==> src/rtl/chip8_pkg.sv <==
// Shared sizes, write-protection limit and requester IDs for the CHIP-8 memory arbiter.
package chip8_pkg;

    localparam int N_REQ    = 3;
    localparam int ADDR_W   = 12;
    localparam int DATA_W   = 8;
    localparam int LOCK_MAX = 16;

    localparam logic [ADDR_W-1:0] PROT_LIMIT = 12'h200;

    localparam int REQ_FETCH = 0;
    localparam int REQ_CPU   = 1;
    localparam int REQ_SPR   = 2;

endpackage

==> src/rtl/rr_arbiter.sv <==
// Rotating-priority single grant; a valid owner masks every other requester.
module rr_arbiter #(
    parameter int N  = 3,
    parameter int PW = $clog2(N)
) (
    input  logic [N-1:0]  req_i,
    input  logic [PW-1:0] ptr_i,
    input  logic          own_vld_i,
    input  logic [PW-1:0] own_id_i,
    output logic [N-1:0]  gnt_o
);

    logic          found;
    logic [PW-1:0] idx;

    always_comb begin
        gnt_o = '0;
        found = 1'b0;
        idx   = '0;
        if (own_vld_i) begin
            if (req_i[own_id_i]) gnt_o[own_id_i] = 1'b1;
        end else begin
            for (int k = 0; k < N; k++) begin
                idx = PW'((int'(ptr_i) + k) % N);
                if (!found && req_i[idx]) begin
                    gnt_o[idx] = 1'b1;
                    found      = 1'b1;
                end
            end
        end
    end

endmodule

==> src/rtl/chip8_mem_arbiter.sv <==
// Arbitrates the single-port CHIP-8 memory between fetch, CPU data and sprite requesters,
// with bus lock, protected-region write drop and a 2-stage read response pipeline.
module chip8_mem_arbiter
    import chip8_pkg::*;
(
    input  logic                      clk,
    input  logic                      rst_n,
    input  logic [N_REQ-1:0]          req_i,
    input  logic [N_REQ-1:0]          we_i,
    input  logic [N_REQ-1:0]          lock_i,
    input  logic [N_REQ*ADDR_W-1:0]   addr_i,
    input  logic [N_REQ*DATA_W-1:0]   wdata_i,
    output logic [N_REQ-1:0]          gnt_o,
    output logic [N_REQ-1:0]          rvalid_o,
    output logic [DATA_W-1:0]         rdata_o,
    output logic                      wr_err_o,
    output logic                      lock_abort_o,
    output logic [ADDR_W-1:0]         mem_addr_o,
    output logic                      mem_we_o,
    output logic [DATA_W-1:0]         mem_wdata_o,
    input  logic [DATA_W-1:0]         mem_rdata_i
);

    localparam int PW = $clog2(N_REQ);
    localparam int CW = $clog2(LOCK_MAX + 1);

    logic [PW-1:0]     rr_ptr_q, rr_ptr_d;
    logic              own_vld_q, own_vld_d;
    logic [PW-1:0]     own_id_q, own_id_d;
    logic [CW-1:0]     lock_cnt_q, lock_cnt_d;
    logic [ADDR_W-1:0] mem_addr_q, mem_addr_d;
    logic [DATA_W-1:0] mem_wdata_q, mem_wdata_d;
    logic              mem_we_q, mem_we_d;
    logic              wr_err_q, wr_err_d;
    logic              abort_q, abort_d;
    logic              s1_vld_q, s1_vld_d, s2_vld_q, s2_vld_d;
    logic [PW-1:0]     s1_id_q, s1_id_d, s2_id_q, s2_id_d;

    logic              hs;
    logic [PW-1:0]     hs_id;
    logic [ADDR_W-1:0] sel_addr;
    logic [DATA_W-1:0] sel_wdata;
    logic              sel_we, sel_lock, sel_prot;

    rr_arbiter #(.N(N_REQ), .PW(PW)) u_rr (
        .req_i     (req_i),
        .ptr_i     (rr_ptr_q),
        .own_vld_i (own_vld_q),
        .own_id_i  (own_id_q),
        .gnt_o     (gnt_o)
    );

    always_comb begin
        hs    = |gnt_o;
        hs_id = '0;
        for (int i = 0; i < N_REQ; i++) begin
            if (gnt_o[i]) hs_id = PW'(i);
        end
        sel_addr  = addr_i[int'(hs_id)*ADDR_W +: ADDR_W];
        sel_wdata = wdata_i[int'(hs_id)*DATA_W +: DATA_W];
        sel_we    = we_i[hs_id];
        sel_lock  = lock_i[hs_id];
        sel_prot  = sel_addr < PROT_LIMIT;

        rr_ptr_d    = rr_ptr_q;
        mem_addr_d  = mem_addr_q;
        mem_wdata_d = mem_wdata_q;
        mem_we_d    = 1'b0;
        wr_err_d    = 1'b0;
        s1_vld_d    = 1'b0;
        s1_id_d     = s1_id_q;
        s2_vld_d    = s1_vld_q;
        s2_id_d     = s1_id_q;
        own_vld_d   = own_vld_q;
        own_id_d    = own_id_q;
        lock_cnt_d  = own_vld_q ? lock_cnt_q + 1'b1 : '0;
        abort_d     = 1'b0;

        if (hs) begin
            rr_ptr_d    = (hs_id == PW'(N_REQ - 1)) ? '0 : hs_id + 1'b1;
            mem_addr_d  = sel_addr;
            mem_wdata_d = sel_wdata;
            mem_we_d    = sel_we && !sel_prot;
            wr_err_d    = sel_we && sel_prot;
            s1_vld_d    = !sel_we;
            s1_id_d     = hs_id;
            if (sel_lock) begin
                own_vld_d = 1'b1;
                own_id_d  = hs_id;
            end else begin
                own_vld_d  = 1'b0;
                lock_cnt_d = '0;
            end
        end

        // Watchdog only fires if the owner did not release on its own this cycle.
        if (own_vld_q && own_vld_d && lock_cnt_q == CW'(LOCK_MAX - 1)) begin
            own_vld_d  = 1'b0;
            lock_cnt_d = '0;
            abort_d    = 1'b1;
        end
    end

    always_ff @(posedge clk or negedge rst_n) begin
        if (!rst_n) begin
            rr_ptr_q    <= '0;
            own_vld_q   <= 1'b0;
            own_id_q    <= '0;
            lock_cnt_q  <= '0;
            mem_addr_q  <= '0;
            mem_wdata_q <= '0;
            mem_we_q    <= 1'b0;
            wr_err_q    <= 1'b0;
            abort_q     <= 1'b0;
            s1_vld_q    <= 1'b0;
            s1_id_q     <= '0;
            s2_vld_q    <= 1'b0;
            s2_id_q     <= '0;
        end else begin
            rr_ptr_q    <= rr_ptr_d;
            own_vld_q   <= own_vld_d;
            own_id_q    <= own_id_d;
            lock_cnt_q  <= lock_cnt_d;
            mem_addr_q  <= mem_addr_d;
            mem_wdata_q <= mem_wdata_d;
            mem_we_q    <= mem_we_d;
            wr_err_q    <= wr_err_d;
            abort_q     <= abort_d;
            s1_vld_q    <= s1_vld_d;
            s1_id_q     <= s1_id_d;
            s2_vld_q    <= s2_vld_d;
            s2_id_q     <= s2_id_d;
        end
    end

    always_comb begin
        rvalid_o = '0;
        if (s2_vld_q) rvalid_o[s2_id_q] = 1'b1;
        rdata_o = s2_vld_q ? mem_rdata_i : '0;
    end

    assign mem_addr_o   = mem_addr_q;
    assign mem_we_o     = mem_we_q;
    assign mem_wdata_o  = mem_wdata_q;
    assign wr_err_o     = wr_err_q;
    assign lock_abort_o = abort_q;

endmodule

==> config.mk <==
export PLATFORM = sky130hd
export DESIGN_NAME = chip8_mem_arbiter
export DESIGN_NICKNAME = d
export VERILOG_FILES = /design/src/rtl/chip8_pkg.sv /design/src/rtl/rr_arbiter.sv /design/src/rtl/chip8_mem_arbiter.sv
export SDC_FILE = /design/constraint.sdc
export NUM_CORES = 1
export LEC_CHECK = 0
export CAP_MARGIN = 20
export CELL_PAD_IN_SITES_DETAIL_PLACEMENT = 0
export CELL_PAD_IN_SITES_GLOBAL_PLACEMENT = 1
export CORE_ASPECT_RATIO = 1.75
export CORE_MARGIN = 2
export CORE_UTILIZATION = 32
export DETAILED_ROUTE_END_ITERATION = 8
export PLACE_DENSITY = 0.9
export RECOVER_POWER = 50
export SKIP_LAST_GASP = 1
export SLEW_MARGIN = 0
export SYNTH_ARGS = -nofsm -noshare
export SYNTH_HDL_FRONTEND = slang
export SYNTH_SLANG_ARGS = --single-unit
==> constraint.sdc <==
create_clock -name clk -period 4.33 [get_ports clk]
set_input_delay 0.433 -clock clk [delete_from_list [all_inputs] [get_ports clk]]
set_output_delay 0.433 -clock clk [all_outputs]
set_load 0.03 [all_outputs]
Word-level counts from Yosys, hierarchy flattened
Index checks and enable logic that the tools add are counted.
- logic and storage cells: 105
- bits in registers: 39
- output and inout port bits: 37
- input bits: 79
- mux-type cells: 49
- multiply operators: 1
- $add $sub $neg: 4
- bitwise logic cells: 2
- magnitude comparators: 12
- reduce and logical (&&, ||, !) cells: 17
- divide/modulo/power cells: 3
- eq/ne operators: 2
- shifts and indexed selects: 2
- operators by type and width (operator ; number):
    $mod A32 B3 Y32 const B ; 2
    $shiftx A36 B7 Y12 ; 1
    $mod A3 B3 Y32 const B ; 1
    $mux W3 ; 8
    $shiftx A24 B6 Y8 ; 1
    $mux W1 ; 23
    $mux W5 ; 4
    $lt A2 B3 Y1 const B ; 6
    $bmux W1 S2 ; 6
    $lt A12 B10 Y1 const B ; 1
    $logic_and A1 B1 Y1 ; 11
    $demux W1 S2 ; 5
    $ge A2 B1 Y1 const B ; 5
    $mux W8 ; 1
    $or A3 B3 Y3 ; 2
    $add A5 B1 Y5 const B ; 1
    $eq A5 B4 Y1 const B ; 1
    $logic_not A1 Y1 ; 4
    $mul A2 B2 Y4 const B ; 1
    $mux W2 ; 2
    $add A2 B1 Y3 const B ; 1
    $add A2 B2 Y3 const B ; 1
    $reduce_or A3 Y1 ; 1
    $add A2 B1 Y2 const B ; 1
    2 further kinds ; 2

Longest topological paths before layout
- depth after elaboration: 22
- depth in mapped cells: 13
- mapped depth without buffers: 10

Hierarchy
Synthesis repeated with hierarchy kept, for this count alone.
- cell total of the unflattened synthesis: 239
- area, all modules: 2238.4 um2
- by module, submodules not included (module ; cells an instance ; times used ; seq. area each (um2) ; area each (um2)):
    chip8_mem_arbiter ; 193 ; 1 ; 950.9 ; 1911.8
    rr_arbiter ; 46 ; 1 ; 0.0 ; 326.6

Worst setup path before layout
Ideal clock, no wire load.
- path kind: register to output
- from: reg rr_ptr_q[0]
- to: out gnt_o[2]
- stages on the path, launching flop included: 12
- required time: 3.897 ns
- arrival time: 2.354 ns
- path slack: 1.543 ns
- path buffers: 4
- cells stage by stage: dfrtp_1 > inv_1 > ha_1 > buf_2 > nor2b_1 > a2111oi_2 > o21ai_0 > a21o_2 > inv_2 > buf_2 > buf_2 > buf_4
- longest elaborated chain between the ends: 13
- elaborated cells between the ends (all ways): 42
- those cells by class: add/sub: 2; div: 3; order compare: 6; mux: 22; bitwise: 2; reduce/logical: 7
- RTL lines (element ; line ; RTL):
    from (decl) ; chip8_mem_arbiter.sv:27 ; logic [PW-1:0] rr_ptr_q, rr_ptr_d;
    from (signal assigned) ; chip8_mem_arbiter.sv:120 ; rr_ptr_q <= rr_ptr_d;
    parallel branches: the longest is 11 deep, another holds $mod A32 B3 Y32 ; - ;
    $mux W3 * ; rr_arbiter.sv:25 ; if (!found && req_i[idx]) begin
    $mux W3 * ; rr_arbiter.sv:20 ; if (own_vld_i) begin
    to (decl) ; chip8_mem_arbiter.sv:13 ; output logic [N_REQ-1:0] gnt_o,
Mark *: on every way between the ends. The select of a mux whose other input is x is not followed.

Worst setup path after layout
- from: reg rr_ptr_q[0]
- to: out gnt_o[1]
Same word-level chain as after synthesis.

==> parameters.txt <==
Parameter                              Value

Clock tree
  Bufs on Longest Clock Path ... 2
  Cts bufs inserted ... 5
  Post-CTS Repair Setup Buffers ... 0
  Level count of the clock H-tree ... 2
  Clock transition time at the flip-flop clock pins of the worst setup and hold paths ... roughly 50 ps
  Root cell of the clock tree ... sky130_fd_sc_hd__clkbuf_16
  Clock net sink count ... 38
  Cells resized by post-CTS repair ... 0
  Cts hold-fix bufs ... 0
  TritonCTS clock tree ... built
  Clock latency of the later-clocked register in the worst-skew pair ... approximately 280 ps

Cells and area
  Synthesis-to-finish area growth ... 59.16%
  Fraction of layout cells with a size suffix above 1 ... 8.069%
  Area of the multi-input gates ... roughly 0.0013 mm2
  Filler Cell Count ... 674
  Total area of sequential cells ... roughly 950 um2
  Post-Layout Inst Area ... approximately 0.0037 mm2
  Final nets ... between 400 and 500
  Non-filler cells in the finished layout ... ~430
  Diodes inserted ... 0

Setup path
  Family with the most delay on the worst path ... buffers and inverters
  Bufs and invs on worst path ... 4
  Most Frequent Cell on Critical Path ... sky130_fd_sc_hd__inv_1
  Startpoint-to-endpoint class of the critical path ... register to primary output
  Critical Path Start Type ... register
  Cell with the biggest individual delay on the critical path ... sky130_fd_sc_hd__clkdlybuf4s50_1
  Arrival @ worst endpoint ... 3250 ps
  Type of element capturing the critical path ... primary output
  Required time worst endpoint ... 3900 ps
  Crit-path max cell delay ... just under 700 ps
  Highest net fanout along the worst path ... 22
  Crit path cell chain ... inv_1, ha_1, mux2_1, a32oi_1, and4_1, nor2_2, buf_4, inv_1, clkdlybuf4s50_1

Place
  Port Buffer Count ... between 100 and 150
  Placed wire-length estimate ... roughly 4700 um
  Routability congestion estimate from global placement ... roughly 0.73
  Post-place instance area ... around 0.0035 mm2
  Number of placed instances with taps included ... about 430

Logic synthesis
  Predominant post-synthesis flop cell ... sky130_fd_sc_hd__dfrtp_1
  Total of warnings raised by yosys ... 0
  Mapped Avg Cell Area ... around 10 um2
  Top cell type by total area after synthesis ... sky130_fd_sc_hd__dfrtp_1
  Number of nets produced by synthesis ... 320
  Cell types with the highest counts after synthesis ... sky130_fd_sc_hd__dfrtp_1 (38), sky130_fd_sc_hd__nand2_1 (28), sky130_fd_sc_hd__o21ai_0 (24)
  Count of flip-flops with a built-in enable after synthesis ... 0
  Top-area cell type share of the netlist area ... approximately two fifths
  Fraction of registers with async set or reset after synthesis ... 100.0%
  Top-count cell post-synth ... sky130_fd_sc_hd__dfrtp_1
  Sequential area share after synthesis ... 40.58%
  Largest cells by area after synthesis ... sky130_fd_sc_hd__dfrtp_1 (41%), sky130_fd_sc_hd__mux2i_1 (9.8%), sky130_fd_sc_hd__mux2_1 (5.8%)
  Number of register bits inferred by synthesis ... 38
  Netlist Area Pre-Place ... approximately 0.0023 mm2
  Cell count after synthesis ... 235
  Count of different cell masters after synthesis ... 48

Route
  Detailed Route Iter0 Violations ... 39
  Via count normalized by instance count ... just under 5
  Pre-Repair DR Iteration Count ... 4
  Routed length per instance ... ~14 um
  Routed via count ... roughly 2200
  Detailed-route wire length ... 6094 um
  Drt drc ... 0
  Number of nets still failing antenna checks after routing ... 0

Global routing
  Largest net degree at the start of global routing ... 44
  Total Routing Usage GR ... roughly 16%
  Overflow left after global routing ... 0
  First-pass GRT wire length ... ~10000 um
  Initial antenna violation count ... 0
  Via count of the first global-routing pass ... ~2100

Floorplanning
  Initial cell density of the core ... around 33%
  Floorplan die height ... roughly 120 um
  Floorplan Core Area ... between 0.007 and 0.008 mm2
  Die area ... about 0.0081 mm2
  Cell Rows ... approximately 40
  Count of boundary I/O pins ... between 100 and 150
  Die span in x ... 68.69 um

Timing
  Total Neg Setup Slack ... 0 ps
  Max-slew violation count ... 39
  Fin Clk Skew ... ~3.6 ps
  Slew HR ... -38.04%
  Count of final hold-check violations ... 0
  Final worst-path cycle share ... ~85%
  Max Fclk ... 271.8 MHz
  Final count of negative-setup-slack endpoints ... 0
  Final critical path time including I/O delays and setup ... 3680 ps
  Worst Max-Slew Pin Slew ... between 2000 and 2500 ps
  RSZ-0062 raised after global routing ... no

Run status
  Result of the run ... complete, but fails checks
  Violated checks ... capacitance limit, slew limit

Power
  Static Leak ... 1.658 nW
  Power Density ... ~740 mW/mm2
  Max VDD drop ... 326.2 uV

Min path
  Type of the worst min-delay path ... register to register

Flow run
  Max-cap violations ... 1
## final timing paths
| check | startpoint | to | slack, ps | cells after the start |
|---|---|---|---|---|
| min reg2reg | s1_vld_q | s2_vld_q | 360 | 0 |
| max in group asynchronous | rst_n | mem_addr_o[9] | 2400 | 1 |
| max | rr_ptr_q[0] | gnt_o[1] | 650 | 9 |
| min in group asynchronous | rst_n | mem_addr_o[0] | 750 | 1 |
| min | s1_vld_q | s2_vld_q | 360 | 0 |
| max reg2reg | rr_ptr_q[0] | lock_cnt_q[2] | 1110 | 11 |
## registers in the layout (all words and copies together) (netlist names)
register and flops:
mem_wdata_o 8, lock_abort_o 1, wr_err_o 1, s1_id_q 1, lock_cnt_q 5, own_vld_q 1
own_id_q 2, s2_vld_q 1, s2_id_q 2, mem_we_o 1, s1_vld_q 1, rr_ptr_q 2
mem_addr_o 12
## metrics by stage
stage | total power [mW] | hold WS [ps] | util, % | worst slack, ps
2_1_floorplan | 1.798 | 137.4 | - | 1543
3_3_place_gp | 2.306 | 349.9 | 49.54 | 906.5
3_5_place_dp | 2.344 | 354.9 | 49.54 | 870.4
4_1_cts | 2.840 | 294.0 | 52.33 | 647.4
5_1_grt | 2.974 | 372.4 | 52.31 | 479.1
6_report | 2.769 | 364.9 | 52.31 | 650.2
## final cells by class
class	instances	area share, %
Inverter	9	0.9057
Clock inverter	2	1.610
Tap cell	86	2.885
Timing Repair Buffer	118	31.30
Multi-Input combinational cell	174	34.08
Sequential cell	38	25.49
Clock buffer	6	3.724
## worst reg2reg max path, delay by kind of cell (launching register included)
family / cells / cell delay, ps
adder cells (fa/ha/maj): 1 / 420
AO/OA/AOI/OAI: 4 / 1170
AND/OR/NAND/NOR: 3 / 460
flip-flops: 1 / 390
buffers and inverters: 3 / 650
## logic make-up after synthesis
family                     synth area share (%)
and+or+nand+nor                           17.19
AOI/OAI and AO/OA                         13.08
muxes                                     19.91
DFF                                       40.58
buffers and inverters                     5.285
adders and majority gates                 3.203
xor gates and xnor gates                 0.7476
## routing by layer
| metal | track usage (%) | up-vias | share of wire, % |
|---|---|---|---|
| li1 | - | 1049 | - |
| met1 | 16.70 | 1006 | 35 |
| met2 | 29.42 | 90 | 54 |
| met3 | 4.876 | 9 | 9.0 |
| met4 | 5.621 | 0 | 1.7 |
| met5 | 0 | - | 0 |
## power by group
group          switching [mW]  internal, mW  total [mW]
clock                   0.139         0.346       0.484
sequential              0.100         0.526       0.626
combinational           0.936         0.723        1.66
## placed cells by master (no fill, tap or decap), types with 2 or more instances in the layout
cell,instances
sky130_fd_sc_hd__dlygate4sd3_1,15
sky130_fd_sc_hd__clkbuf_16,5
sky130_fd_sc_hd__nor3_1,6
sky130_fd_sc_hd__buf_4,3
sky130_fd_sc_hd__ha_1,6
sky130_fd_sc_hd__bufinv_16,2
sky130_fd_sc_hd__dfrtp_1,38
sky130_fd_sc_hd__nor2b_1,4
sky130_fd_sc_hd__inv_1,8
sky130_fd_sc_hd__nor3b_1,2
sky130_fd_sc_hd__mux2_2,9
sky130_fd_sc_hd__a211oi_1,3
sky130_fd_sc_hd__and2_1,10
sky130_fd_sc_hd__mux2i_1,23
sky130_fd_sc_hd__a21oi_1,2
sky130_fd_sc_hd__mux2_1,12
sky130_fd_sc_hd__nand2b_1,5
sky130_fd_sc_hd__clkdlybuf4s50_1,99
sky130_fd_sc_hd__nand3_1,3
sky130_fd_sc_hd__o21ai_0,24
sky130_fd_sc_hd__o22ai_1,2
sky130_fd_sc_hd__nand2_1,28
sky130_fd_sc_hd__nor2_1,8
sky130_fd_sc_hd__and3b_1,2
Note: power is estimated with default switching activity, not from simulation.
